===== src/rtl/fetch_pkg.sv =====
`default_nettype none
// ============================================================================
//  Module      : fetch_pkg
//  Description : Shared definitions for the fetch front end. Holds the RISC-V
//                opcodes used by static prediction, the fetch FSM state type
//                and the J/B immediate extraction helpers.
//  Revision    : 1.0 - initial release
// ============================================================================
package fetch_pkg;

    localparam logic [6:0] OPC_JAL    = 7'b1101111;
    localparam logic [6:0] OPC_BRANCH = 7'b1100011;

    // REQ  : may present a group request to the I-cache
    // WAIT : one request outstanding, response expected
    // DROP : request outstanding but made stale by a redirect
    typedef enum logic [1:0] {
        REQ  = 2'd0,
        WAIT = 2'd1,
        DROP = 2'd2
    } fetch_state_e;

    // J-type immediate, sign-extended, bit 0 always zero
    function automatic logic [31:0] imm_j(input logic [31:0] inst);
        return {{11{inst[31]}}, inst[31], inst[19:12], inst[20], inst[30:21], 1'b0};
    endfunction

    // B-type immediate, sign-extended, bit 0 always zero
    function automatic logic [31:0] imm_b(input logic [31:0] inst);
        return {{19{inst[31]}}, inst[31], inst[7], inst[30:25], inst[11:8], 1'b0};
    endfunction

endpackage
`default_nettype wire


===== src/rtl/inst_predecode.sv =====
`default_nettype none
// ============================================================================
//  Module      : inst_predecode
//  Description : Combinational static predictor for one fetch slot.
//                JAL is always taken; a conditional branch is taken when its
//                offset is negative (backward). Everything else, including
//                JALR, is predicted not taken.
//  Ports       : inst_i   - 32-bit instruction word
//                pc_i     - address of that instruction
//                taken_o  - 1 when the slot is predicted taken
//                target_o - predicted target (meaningful only when taken_o)
//  Revision    : 1.0 - initial release
// ============================================================================
module inst_predecode
    import fetch_pkg::*;
#(
    parameter int ADDR_WIDTH = 32
) (
    input  logic [31:0]           inst_i,
    input  logic [ADDR_WIDTH-1:0] pc_i,
    output logic                  taken_o,
    output logic [ADDR_WIDTH-1:0] target_o
);

    logic [6:0]         opcode;
    logic               is_jal;
    logic               is_bwd_br;
    logic signed [31:0] imm;

    always_comb begin
        opcode    = inst_i[6:0];
        is_jal    = (opcode == OPC_JAL);
        // inst[31] is the B-immediate sign bit, so it alone marks a backward branch
        is_bwd_br = (opcode == OPC_BRANCH) && inst_i[31];
        imm       = is_jal ? imm_j(inst_i) : imm_b(inst_i);
        taken_o   = is_jal | is_bwd_br;
        // signed cast sign-extends the offset to the PC width; sum wraps
        target_o  = pc_i + ADDR_WIDTH'(imm);
    end

endmodule
`default_nettype wire


===== src/rtl/fetch_group_gen.sv =====
`default_nettype none
// ============================================================================
//  Module      : fetch_group_gen
//  Description : Fetch stage feeding the instruction buffer. Holds the fetch
//                PC, issues one aligned group request at a time to the
//                I-cache, predecodes the returned group, packs the valid
//                slots down to index 0 and writes them into the buffer.
//                Backend redirects replace the PC and discard any response
//                belonging to the old path.
//  Ports       : clk, rst            - clock, synchronous active-high reset
//                redirect_i/_pc_i    - backend flush and new fetch PC
//                inst_count_i        - instruction buffer occupancy
//                req_valid_o/ready_i - I-cache request handshake
//                req_addr_o          - group-aligned request address
//                resp_valid_i/data_i - I-cache group response (1-cycle pulse)
//                inst_o, pc_o        - packed instructions and their PCs
//                pred_res_o          - predicted-taken flag per packed slot
//                inst_wen_o          - buffer write mask, contiguous from bit 0
//  Revision    : 1.0 - initial release
// ============================================================================
module fetch_group_gen
    import fetch_pkg::*;
#(
    parameter int                    DATA_WIDTH = 32,
    parameter int                    ADDR_WIDTH = 32,
    parameter int                    Fetch_NUM  = 4,
    parameter int                    Depth      = 32,
    parameter logic [ADDR_WIDTH-1:0] RESET_PC   = 32'h8000_0000
) (
    input  logic                            clk,
    input  logic                            rst,
    input  logic                            redirect_i,
    input  logic [ADDR_WIDTH-1:0]           redirect_pc_i,
    input  logic [$clog2(Depth)-1:0]        inst_count_i,
    output logic                            req_valid_o,
    input  logic                            req_ready_i,
    output logic [ADDR_WIDTH-1:0]           req_addr_o,
    input  logic                            resp_valid_i,
    input  logic [Fetch_NUM*DATA_WIDTH-1:0] resp_data_i,
    output logic [DATA_WIDTH-1:0]           inst_o [Fetch_NUM],
    output logic [ADDR_WIDTH-1:0]           pc_o   [Fetch_NUM],
    output logic [Fetch_NUM-1:0]            pred_res_o,
    output logic [Fetch_NUM-1:0]            inst_wen_o
);

    localparam int SLOT_W    = $clog2(Fetch_NUM);
    localparam int GRP_BYTES = Fetch_NUM * 4;
    localparam int OFS       = $clog2(GRP_BYTES);
    localparam int CNT_W     = $clog2(Depth) + 1;

    // ------------------------------------------------------------------------
    // State. The PC is kept word-aligned: bits [1:0] are never stored.
    // ------------------------------------------------------------------------
    fetch_state_e                state_q,  state_d;
    logic [ADDR_WIDTH-1:2]       pc_q,     pc_d;
    logic [DATA_WIDTH-1:0]       inst_q    [Fetch_NUM];
    logic [DATA_WIDTH-1:0]       inst_d    [Fetch_NUM];
    logic [ADDR_WIDTH-1:0]       out_pc_q  [Fetch_NUM];
    logic [ADDR_WIDTH-1:0]       out_pc_d  [Fetch_NUM];
    logic [Fetch_NUM-1:0]        pred_q,   pred_d;
    logic [Fetch_NUM-1:0]        wen_q,    wen_d;

    // ------------------------------------------------------------------------
    // Group geometry and per-slot predecode
    // ------------------------------------------------------------------------
    logic [ADDR_WIDTH-1:0]       aligned;
    logic [SLOT_W-1:0]           start;
    logic [DATA_WIDTH-1:0]       slot_inst   [Fetch_NUM];
    logic [ADDR_WIDTH-1:0]       slot_pc     [Fetch_NUM];
    logic [ADDR_WIDTH-1:0]       slot_target [Fetch_NUM];
    logic [Fetch_NUM-1:0]        slot_taken;

    assign aligned = {pc_q[ADDR_WIDTH-1:OFS], {OFS{1'b0}}};
    assign start   = pc_q[OFS-1:2];

    for (genvar j = 0; j < Fetch_NUM; j++) begin : g_slot
        assign slot_inst[j] = resp_data_i[j*DATA_WIDTH +: DATA_WIDTH];
        assign slot_pc[j]   = aligned + ADDR_WIDTH'(4 * j);

        inst_predecode #(
            .ADDR_WIDTH (ADDR_WIDTH)
        ) u_predecode (
            .inst_i   (slot_inst[j][31:0]),
            .pc_i     (slot_pc[j]),
            .taken_o  (slot_taken[j]),
            .target_o (slot_target[j])
        );
    end

    // ------------------------------------------------------------------------
    // Group formation: the run of slots from start up to the first predicted-
    // taken slot (or the last slot), shifted down so start lands in index 0.
    // ------------------------------------------------------------------------
    logic [SLOT_W-1:0]           end_idx;
    logic [SLOT_W-1:0]           last_idx;
    logic                        grp_taken;
    logic [DATA_WIDTH-1:0]       grp_inst [Fetch_NUM];
    logic [ADDR_WIDTH-1:0]       grp_pc   [Fetch_NUM];
    logic [Fetch_NUM-1:0]        grp_wen;
    logic [Fetch_NUM-1:0]        grp_pred;
    logic [ADDR_WIDTH-1:0]       next_pc;

    always_comb begin
        end_idx   = SLOT_W'(Fetch_NUM - 1);
        grp_taken = 1'b0;
        for (int j = 0; j < Fetch_NUM; j++) begin
            if (!grp_taken && (j >= int'(start)) && slot_taken[j]) begin
                end_idx   = SLOT_W'(j);
                grp_taken = 1'b1;
            end
        end

        // end_idx >= start always, so this never wraps
        last_idx = end_idx - start;

        for (int i = 0; i < Fetch_NUM; i++) begin
            grp_inst[i] = '0;
            grp_pc[i]   = '0;
            grp_wen[i]  = 1'b0;
            grp_pred[i] = 1'b0;
            if (SLOT_W'(i) <= last_idx) begin
                grp_inst[i] = slot_inst[start + SLOT_W'(i)];
                grp_pc[i]   = slot_pc[start + SLOT_W'(i)];
                grp_wen[i]  = 1'b1;
                grp_pred[i] = grp_taken && (SLOT_W'(i) == last_idx);
            end
        end

        next_pc = grp_taken ? slot_target[end_idx]
                            : aligned + ADDR_WIDTH'(GRP_BYTES);
    end

    // ------------------------------------------------------------------------
    // Request side. Throttle leaves room for the group sitting in the output
    // register plus the one about to be requested.
    // ------------------------------------------------------------------------
    logic [CNT_W-1:0]            occ_ext;
    logic                        space_ok;

    assign occ_ext     = {1'b0, inst_count_i};
    assign space_ok    = (occ_ext + CNT_W'(2 * Fetch_NUM)) <= CNT_W'(Depth - 1);
    assign req_valid_o = ~rst & (state_q == REQ) & space_ok & ~redirect_i;
    // pc_q only moves on capture or redirect, neither of which can happen
    // while a request is held waiting for ready, so the address stays stable.
    assign req_addr_o  = aligned;

    // ------------------------------------------------------------------------
    // FSM and PC update
    // ------------------------------------------------------------------------
    logic                        capture;

    always_comb begin
        state_d = state_q;
        pc_d    = pc_q;
        capture = 1'b0;

        case (state_q)
            REQ: begin
                if (req_valid_o && req_ready_i) begin
                    state_d = WAIT;
                end
            end
            WAIT: begin
                if (resp_valid_i) begin
                    // a redirect in the same cycle turns the response stale
                    capture = ~redirect_i;
                    state_d = REQ;
                end else if (redirect_i) begin
                    state_d = DROP;
                end
            end
            DROP: begin
                if (resp_valid_i) begin
                    state_d = REQ;
                end
            end
            default: begin
                state_d = REQ;
            end
        endcase

        if (capture) begin
            pc_d = next_pc[ADDR_WIDTH-1:2];
        end
        // redirect overrides the predicted next PC
        if (redirect_i) begin
            pc_d = redirect_pc_i[ADDR_WIDTH-1:2];
        end
    end

    always_comb begin
        for (int i = 0; i < Fetch_NUM; i++) begin
            inst_d[i]   = capture ? grp_inst[i] : inst_q[i];
            out_pc_d[i] = capture ? grp_pc[i]   : out_pc_q[i];
        end
        pred_d = capture ? grp_pred : pred_q;
        wen_d  = capture ? grp_wen  : '0;
    end

    always_ff @(posedge clk) begin
        if (rst) begin
            state_q <= REQ;
            pc_q    <= RESET_PC[ADDR_WIDTH-1:2];
            pred_q  <= '0;
            wen_q   <= '0;
            for (int i = 0; i < Fetch_NUM; i++) begin
                inst_q[i]   <= '0;
                out_pc_q[i] <= '0;
            end
        end else begin
            state_q <= state_d;
            pc_q    <= pc_d;
            pred_q  <= pred_d;
            wen_q   <= wen_d;
            for (int i = 0; i < Fetch_NUM; i++) begin
                inst_q[i]   <= inst_d[i];
                out_pc_q[i] <= out_pc_d[i];
            end
        end
    end

    // ------------------------------------------------------------------------
    // Outputs. The write strobe is masked by redirect so a buffer clear never
    // coincides with a write of wrong-path instructions.
    // ------------------------------------------------------------------------
    assign inst_o     = inst_q;
    assign pc_o       = out_pc_q;
    assign pred_res_o = pred_q;
    assign inst_wen_o = wen_q & {Fetch_NUM{~redirect_i}};

    // word-offset bits are deliberately dropped from the PC
    logic unused_pc_bits;
    assign unused_pc_bits = ^{redirect_pc_i[1:0], next_pc[1:0]};

endmodule
`default_nettype wire

===== config.mk =====
export PLATFORM = sky130hd
export DESIGN_NAME = fetch_group_gen
export DESIGN_NICKNAME = d
export VERILOG_FILES = /design/src/rtl/fetch_pkg.sv /design/src/rtl/inst_predecode.sv /design/src/rtl/fetch_group_gen.sv
export SDC_FILE = /design/constraint.sdc
export NUM_CORES = 1
export LEC_CHECK = 0
export CORE_MARGIN = 3
export CORE_UTILIZATION = 45
export CTS_BUF_LIST = sky130_fd_sc_hd__clkbuf_16
export CTS_CLUSTER_SIZE = 20
export DETAILED_ROUTE_END_ITERATION = 16
export PLACE_DENSITY = 0.72
export SYNTH_ARGS = -nofsm -noshare
export SYNTH_HDL_FRONTEND = slang
export SYNTH_SLANG_ARGS = --single-unit

===== constraint.sdc =====
create_clock -name clk -period 5.4 [get_ports clk]
set_clock_uncertainty 0.1 [all_clocks]
set_input_delay 1.08 -clock clk [delete_from_list [all_inputs] [get_ports clk]]
set_output_delay 1.08 -clock clk [all_outputs]
set_load 0.02 [all_outputs]

* Yosys cells after proc, flatten, opt, wreduce, memory -nomap -nowiden *
Index checks and enable logic that the tools add are counted.

storage, ports and cells
  bits in registers = 296
  input bits = 170
  word-level logic and storage cells = 158

cells by class
  add/subtract/negate cells = 13
  order comparisons = 13
  equality and inequality tests = 16
  muxes and demuxes = 65
  bitwise logic cells = 16
  reductions and logical operators = 23

operators by type and width
  kind                     count
  $mux W32                 27
  $bmux W32 S2             9
  $add A32 B32 Y32         4
  $mux W20                 4
  $add A32 B4 Y32 const B  2
  $mux W30                 2
  $eq A7 B7 Y1 const B     8
  $add A32 B3 Y32 const B  1
  $add A32 B5 Y32 const B  1
  $mux W2                  8
  $ge A3 B3 Y1 const B     5
  $logic_and A1 B1 Y1      15
  $not A2 Y3               5
  $mux W1                  14
  $add A5 B4 Y6 const B    1
  $le A6 B5 Y1 const B     1
  $pmux W2 S3              1
  $add A2 B2 Y2 const B    2
  $and A4 B4 Y4            1
  $eq A2 B2 Y1 const A     2
  $ge A1 B2 Y1 const A     2
  $le A1 B2 Y1 const A     2
  $le A2 B2 Y1 const A     2
  $logic_not A2 Y1         2
  16 further kinds         25

* Longest topological paths before layout *
Gate-level depths: netlist (run 1).

  depth in word-level cells = 23
  gate-level depth with buffers = 18
  mapped depth without buffers = 16

* Modules after synthesis *
From an unflattened synthesis (run 1), not the netlist that was laid out.

second synthesis, totals
  cells, all modules = 2,889
  area total of the unflattened synthesis = 23,107.2 um^2

by module, submodules not included
  module                                      times used  cells an instance  area each (um^2)  sequential area each (um^2)
  fetch_group_gen                             1           1,844              15,588.7          5,765.5
  inst_predecode (g_slot[1].u_predecode ...)  2           261                1,845.5           0.0
  inst_predecode (g_slot[2].u_predecode)      1           273                1,959.4           0.0
  inst_predecode (g_slot[0].u_predecode)      1           250                1,868.0           0.0

* Worst setup path after synthesis (run 1) *
OpenSTA, ideal clock, no wires.

  kind = in2reg
  start = input port resp_data_i[100]
  end = register pc_q[30] in the netlist's numbering
  library setup time = 0.087 ns
  arrival time = 4.427 ns
  data required time = 5.213 ns
  slack = 0.786 ns
  stages = 14
  path buffers = 1
  cells stage by stage = nand4b_1 -> nor2_1 -> clkbuf_1 -> mux2_2 -> ha_1 -> nor2b_1 -> o311a_1 -> o211ai_1 -> a21oi_1 -> o31ai_4 -> o21ai_0 -> a2111o_1 -> o211a_1 -> o31ai_1

on the way
  cells in the longest elaborated chain, start to end = 12

RTL lines
  what                                                      line                    text
  start: declaration                                        fetch_group_gen.sv:39   input logic [Fetch_NUM*DATA_WIDTH-1:0] resp_data_i,
  branches (longest 9 deep; another with $add A32 B32 Y32)  --
  $mux W32 (*)                                              fetch_group_gen.sv:129  next_pc = grp_taken ? slot_target[end_idx]
  $mux W30 (*)                                              fetch_group_gen.sv:182  if (capture) begin
  $mux W30 (*)                                              fetch_group_gen.sv:186  if (redirect_i) begin
  end signal: assignment                                    fetch_group_gen.sv:203  pc_q <= RESET_PC[ADDR_WIDTH-1:2];
  end signal: assignment                                    fetch_group_gen.sv:212  pc_q <= pc_d;
  end: declaration                                          fetch_group_gen.sv:55   logic [ADDR_WIDTH-1:2] pc_q, pc_d;

Mark *: on every way between the ends. The select of a mux whose other input is x is not followed.
A chain may end at the register's enable or synchronous reset.

* Final worst setup path (run 1) *
  start = input port resp_data_i[100]
  end = register pc_q[31] in the netlist's numbering

The elaborated chain is that of the path after synthesis.

==> results.sh, run 1 <==
export IMPL_swShare_pct=32.4
export IMPL_fp_row_count=80
export IMPL_grt_use_total_pct=35.5
export IMPL_async_flop_share_pct=0
export IMPL_worst_r2r_path_depth=10
export IMPL_area_delta_synth_final_pct=30.5
export IMPL_pwr_share_clk_pct=38.4
export IMPL_maxCapViolations=0
export IMPL_power_density_mw_per_mm2=228
export IMPL_cts_htree_levels=2
export IMPL_slowest_delay_ns=0.59
export IMPL_rsz0062_at_grt="no"
export IMPL_startpoint_type="primary input"
export IMPL_synth_edf_count=0
export IMPL_p_sw_w=0.00215
export IMPL_grt_max_degree=224
export IMPL_cp_required_ns=5.77
export IMPL_finalSetupViolCount=0
export IMPL_cell_internal_pwr_w=0.00449
export IMPL_cp_slowest_cell="clkdlybuf4s50_1"
export IMPL_crit_arrival_ns=5.38
export IMPL_setup_worst_path_start="resp_data_i[100]"
export IMPL_fin_cells=3832
export IMPL_crit_end="pc_q[31]"
export IMPL_ys_seq_elements=288
export IMPL_yosys_area_top_type_share_pct=25.9
export IMPL_drt_iter0_drc=2942
export IMPL_antenna_found_initial=5
export IMPL_clkTransAtPathRegs_ns=0.07
export IMPL_dp_cells=3763
export IMPL_leakage_nw=10.7
export IMPL_die_w_microns=228
export IMPL_via_per_inst=6.35
export IMPL_ant_nets=0
export IMPL_clockBufferDepth=3
export IMPL_vias=24400
export IMPL_coreArea_sq_mm=0.0483
export IMPL_post_cts_setup_buffer_count=0
export IMPL_end_kind="register"
export IMPL_cts_buffers=36
export IMPL_worst_r2r_startpoint="pc_q[4]"
export IMPL_grt_pass1_wl_microns=145000
export IMPL_io_buffers=449
export IMPL_synthesis_area_sq_mm=0.0223
export IMPL_drv_slew=0
export IMPL_start_util_pct=46.1
export IMPL_synthCells=2738
export IMPL_globalplace_congestion=0.997
export IMPL_wl_microns=97500
export IMPL_clock_latency_ns=0.57
export IMPL_drt_pass1_iterations=6
export IMPL_cts_tree="built"
export IMPL_final_cell_mix="447 x clkdlybuf4s50_1, 419 x nand2_1, 394 x a21oi_1"
export IMPL_yosys_area_top_type="dfxtp_1"
export IMPL_worst_pin_slew_ns=1.04
export IMPL_synth_avg_cell_area_sq_um=8.14
export IMPL_path_max_fanout=8
export IMPL_synth_cell_types=97
export IMPL_die_area_sq_mm=0.0522
export IMPL_timing_fmax_mhz=200
export IMPL_cts_root_buffer="clkbuf_16"
export IMPL_ys_warn_count=0
export IMPL_hold_viol_final=0
export IMPL_combinationalPowerShare_pct=28.2
export IMPL_drc=0
export IMPL_hpwl_microns=72900
export IMPL_status="finished clean"
export IMPL_period_minus_slack_ns=5.01
export IMPL_layout_commonest_cell="clkdlybuf4s50_1"
export IMPL_drive_gt1_share_pct=12.5
export IMPL_vdd_drop_max_mv=0.219
export IMPL_cp_common_cell="buf_4"
export IMPL_grt_pass1_vias=22800
export IMPL_ios=467
export IMPL_hp_class="register to register"
export IMPL_ys_top_cells_by_area="dfxtp_1 26%, mux4_2 13%, a21oi_1 8.9%"
export IMPL_p_seq_share_pct=33.4
export IMPL_crit_type="primary input to register"
export IMPL_nNetsFinal=3441
export IMPL_clock_sinks=288
export IMPL_relSlewSlack_pct=30.4
export IMPL_hold_buffers=0
export IMPL_utilization_pct=60.1
export IMPL_r2r_slack_ns=1.47
export IMPL_synth_seq_area_share_pct=25.9
export IMPL_period_share_pct=92.8
export IMPL_cp_cell_sequence="clkdlybuf4s50_1 > nand4b_1 > buf_4 > nor2_1 > buf_4 > nor2b_1 > a21o_1 > ha_1 > buf_4 > and3_1 > a311oi_1 > buf_4 > nand3_1 > o211ai_2 > o31ai_1 > a311oi_1 > xnor2_1 > a2111oi_2"
export IMPL_synth_flop_cell="dfxtp_1"
export IMPL_p_total_w=0.00664
export IMPL_reg2reg_to="pc_q[31]"
export IMPL_die_h_microns=228
export IMPL_fill_cells=4280
export IMPL_gr_total_overflow=0
export IMPL_routedWlPerCell_microns=25.4
[repair_timing]
| action | in CTS | in global routing |
|---|---|---|
| setup endpoints to repair | 0 | 1 |
| gates resized for setup | 0 | 1 |
| endpoints found under the hold margin | 0 | 0 |
[through the flow]
stage | worst slack (ns) | setup TNS (ns) | area, sq um | hold slack [ns]
floorplan | 0.786 | 0 | 22300 | 0.430
global placement | -0.0831 | -0.0831 | 27800 | 0.338
detailed placement | -0.0629 | -0.157 | 27800 | 0.345
CTS | 0.472 | 0 | 29100 | 0.353
global route | 0.0577 | 0 | 29100 | 0.370
finish | 0.388 | 0 | 29100 | 0.353
[final cells by class]
class	instances	area (sq um)	share of cell area [%]
well taps	656	821	2.82
inverters	40	150	0.516
repair buffers	609	5810	20.0
flip-flops and latches	288	5770	19.9
multi-input cells	2170	15300	52.6
clock buffers	36	901	3.10
diodes	6	15.0	0.0516
clock inverters	27	317	1.09
[per-layer routing]
| layer | GRT usage [%] | vias up | wire [microns] | share of wire (%) |
|---|---|---|---|---|
| met5 | 0 | - | 27 | 0.028 |
| li1 | - | 10900 | - | - |
| met4 | 16.4 | 4 | 5310 | 5.4 |
| met3 | 7.10 | 262 | 9350 | 9.6 |
| met2 | 57.7 | 1456 | 45000 | 46 |
| met1 | 45.7 | 11700 | 37800 | 39 |
[worst max-delay path: cells and delay by family]
family,cells,cell delay [ns]
compound gates,6,1.64
simple gates,5,0.94
fa+ha+maj,1,0.27
xor+xnor,1,0.14
buf+inv,5,1.28
[worst min-delay path by stage]
stage               startpoint        to  slack, ns  depth (start not counted)
detailed placement     pc_o[9]   pc_o[9]       0.35                          2
global placement      pc_o[93]  pc_o[93]       0.34                          2
CTS                    pc_o[9]   pc_o[9]       0.35                          2
finish                pc_o[29]  pc_o[29]       0.35                          2
global route          pc_o[63]  pc_o[63]       0.37                          2
floorplan             pc_o[11]  pc_o[11]       0.43                          2
[state kept, by name, summed over array words and instances (netlist names)]
signal	flops
pc_o	120
pc_q	30
inst_o	128
state_q	2
pred_res_o	4
wen_q	4
[logic make-up after synthesis]
kind of cell / after synthesis / synth area share (%)
AO/OA/AOI/OAI: 810 / 22.6
XOR/XNOR: 106 / 4.20
adder cells (fa/ha/maj): 126 / 7.14
buffers and inverters: 291 / 5.81
flip-flops: 288 / 25.9
multiplexers: 156 / 14.3
other: 1 / 0.0168
AND/OR/NAND/NOR: 960 / 20.0
[power by group through the flow]
stage / combinational, W / clock [W] / sequential (W)
3_5_place_dp: 0.00182 / 0 / 0.00227
5_1_grt: 0.00199 / 0.00264 / 0.00223
2_1_floorplan: 0.00114 / 0 / 0.00225
4_1_cts: 0.00184 / 0.00256 / 0.00222
6_report: 0.00187 / 0.00255 / 0.00222
3_3_place_gp: 0.00180 / 0 / 0.00227
[cell usage after synthesis, drive strengths merged (20+ instances only)]
library cell	count
buf	86
a211oi	33
xnor2	55
clkbuf	165
nand2	422
and3	24
nor2	119
a21o	73
nand3	224
xor2	51
nor2b	20
dfxtp	288
inv	40
a21oi	395
mux4	128
nor3	31
ha	124
o21ai	95
o211ai	30
a31oi	29
(Power assumes the default switching activity.)
==> run 2: changes to the inputs <==
--- a/config.mk
+++ b/config.mk
@@ -11,6 +11,7 @@
 export CTS_CLUSTER_SIZE = 20
 export DETAILED_ROUTE_END_ITERATION = 16
 export PLACE_DENSITY = 0.72
+export SETUP_SLACK_MARGIN = 0.5
 export SYNTH_ARGS = -nofsm -noshare
 export SYNTH_HDL_FRONTEND = slang
 export SYNTH_SLANG_ARGS = --single-unit
==> run 2 against run 1 <==
Against the previous run: sequential power is essentially flat; first-iteration DRC count shrank 6.1%; via count grew 0.47%; register-to-register slack gained 0.10 ns; combinational power is essentially flat; critical path depth shrank 2; largest cell class unchanged; largest power group unchanged.
==> results.sh, run 2 (same netlist as run 1, synthesis figures left out) <==
export IMPL_leakage_nw=10.8
export IMPL_globalplace_congestion=0.997
export IMPL_r2r_slack_ns=1.57
export IMPL_fill_cells=4274
export IMPL_maxCapViolations=0
export IMPL_hold_end="pc_o[45]"
export IMPL_final_seq_area_sq_mm=0.00577
export IMPL_status="finished clean"
export IMPL_drive_gt1_share_pct=13.3
export IMPL_fp_row_count=80
export IMPL_cp_required_ns=5.79
export IMPL_drt_pass1_iterations=8
export IMPL_cell_internal_pwr_w=0.00450
export IMPL_dp_cells=3763
export IMPL_clockBufferDepth=3
export IMPL_worst_pin_slew_ns=1.08
export IMPL_drv_slew=0
export IMPL_startpoint_type="primary input"
export IMPL_hp_class="register to register"
export IMPL_crit_arrival_ns=5.14
export IMPL_routedWlPerCell_microns=25.5
export IMPL_end_kind="register"
export IMPL_start_util_pct=46.1
export IMPL_min_path_cells=2
export IMPL_p_total_w=0.00666
export IMPL_placed_area_sq_mm=0.0278
export IMPL_p_sw_w=0.00216
export IMPL_preCtsSetupSlack_ns=-0.0629
export IMPL_nNetsFinal=3443
export IMPL_antenna_found_initial=5
export IMPL_timing_fmax_mhz=210
export IMPL_vdd_drop_max_mv=0.219
export IMPL_fin_cells=3832
export IMPL_cts_tree="built"
export IMPL_stdcell_area_sq_mm=0.0292
export IMPL_worst_r2r_path_depth=11
export IMPL_hpwl_microns=72900
export IMPL_crit_type="primary input to register"
export IMPL_io_buffers=449
export IMPL_layout_commonest_cell="clkdlybuf4s50_1"
export IMPL_hold_viol_final=0
export IMPL_vias=24500
export IMPL_grt_use_total_pct=35.5
export IMPL_min_from="pc_o[45]"
export IMPL_die_w_microns=228
export IMPL_cts_htree_levels=2
export IMPL_ios=467
export IMPL_combinationalPowerShare_pct=28.3
export IMPL_largest_reg_flops=128
export IMPL_relSlewSlack_pct=28.1
export IMPL_reg2reg_to="pc_q[29]"
export IMPL_coreArea_sq_mm=0.0483
export IMPL_clock_latency_ns=0.57
export IMPL_drt_iter0_drc=2764
export IMPL_cp_common_cell="a211oi_1"
export IMPL_final_cell_mix="444 x clkdlybuf4s50_1, 419 x nand2_1, 391 x a21oi_1"
export IMPL_worst_slack_ns=0.648
export IMPL_clkTransAtPathRegs_ns=0.07
export IMPL_hold_buffers=0
export IMPL_cts_buffers=36
export IMPL_period_share_pct=88.0
export IMPL_power_density_mw_per_mm2=228
export IMPL_gr_total_overflow=0
export IMPL_wl_microns=97800
export IMPL_finalSetupViolCount=0
export IMPL_swShare_pct=32.4
export IMPL_die_h_microns=228
export IMPL_period_minus_slack_ns=4.75
export IMPL_cts_root_buffer="clkbuf_16"
export IMPL_p_seq_share_pct=33.4
export IMPL_timing_critical_path_buf_inv=2
export IMPL_area_delta_synth_final_pct=31.2
export IMPL_cp_cell_sequence="clkdlybuf4s50_1 > and4b_2 > nand2_1 > nor2_1 > buf_4 > mux2_2 > ha_1 > a211oi_1 > o21ai_1 > o2111ai_2 > and3_1 > nor2_1 > o311ai_1 > mux2i_1 > a211oi_1 > a211oi_1"
export IMPL_pwr_share_clk_pct=38.3
export IMPL_slowest_delay_ns=0.52
export IMPL_final_setup_tns_ns=0
export IMPL_clock_sinks=288
export IMPL_worst_r2r_startpoint="pc_q[4]"
export IMPL_ant_nets=0
export IMPL_grt_pass1_vias=22800
export IMPL_path_delay_family="compound AO/OA/AOI/OAI gates"
export IMPL_drc=0
export IMPL_rsz0062_at_grt="no"
export IMPL_die_area_sq_mm=0.0522
export IMPL_via_per_inst=6.38
export IMPL_cp_slowest_cell="clkdlybuf4s50_1"
export IMPL_grt_max_degree=224
export IMPL_grt_pass1_wl_microns=145000
export IMPL_path_max_fanout=6
export IMPL_multiInputGateArea_sq_mm=0.0154
run 2: cell count changes in the layout (fill, tap and decap cells not counted), sizes merged:
cell and delta:
buf +2, clkdlybuf4s50 -3, diode -2, dlymetal6s2s +3
run 2: layer usage:
metal	track usage (%)	share of wire [%]	vias to the layer above
met5	0	0.028	-
met3	7.10	9.6	290
li1	-	-	10900
met4	16.4	5.7	4
met2	57.7	46	1499
met1	45.7	39	11800
run 2: worst max path at each step:
| stage | start | to | cells past startpoint |
|---|---|---|---|
| floorplan | resp_data_i[100] | pc_q[30] | 14 |
| global placement | resp_data_i[100] | pc_q[31] | 18 |
| detailed placement | resp_data_i[100] | pc_q[31] | 18 |
| CTS | resp_data_i[32] | pc_q[31] | 14 |
| global route | resp_data_i[68] | pc_q[29] | 17 |
| finish | resp_data_i[4] | pc_q[29] | 16 |
run 2: timing repair:
action / in CTS / in global routing
pin swaps: 0 / 6
setup endpoints to repair: 2 / 12
resized for setup: 1 / 33
hold endpoints to repair: 0 / 0
buffers inserted: 0 / 2
run 2: final cells by class:
cell class                      instances  share of cell area (%)
Timing Repair Buffer                  611                    19.9
Tap cell                              656                    2.81
Clock buffer                           36                    3.08
Sequential cell                       288                    19.7
Multi-Input combinational cell       2170                    52.8
Clock inverter                         27                    1.08
Inverter                               40                   0.514
Antenna cell                            4                  0.0342
run 2: power groups by stage:
| stage | Sequential [W] | Clock [W] | Combinational (W) |
|---|---|---|---|
| 2_1_floorplan | 0.00225 | 0 | 0.00114 |
| 3_3_place_gp | 0.00227 | 0 | 0.00180 |
| 3_5_place_dp | 0.00227 | 0 | 0.00182 |
| 6_report | 0.00222 | 0.00255 | 0.00189 |
| 5_1_grt | 0.00223 | 0.00264 | 0.00201 |
| 4_1_cts | 0.00222 | 0.00256 | 0.00184 |
run 2: through the flow:
stage / utilization (%) / hold slack [ns]
finish: 60.5 / 0.352
global route: 60.5 / 0.370
CTS: 60.1 / 0.353
detailed placement: 57.6 / 0.345
global placement: 57.6 / 0.338
floorplan: - / 0.430
run 2: tightest hold or removal path: cells and delay by family (launching register included):
| kind | cells | cell delay [ns] |
|---|---|---|
| flops | 1 | 0.31 |
| simple gates | 1 | 0.05 |
| compound gates | 1 | 0.05 |
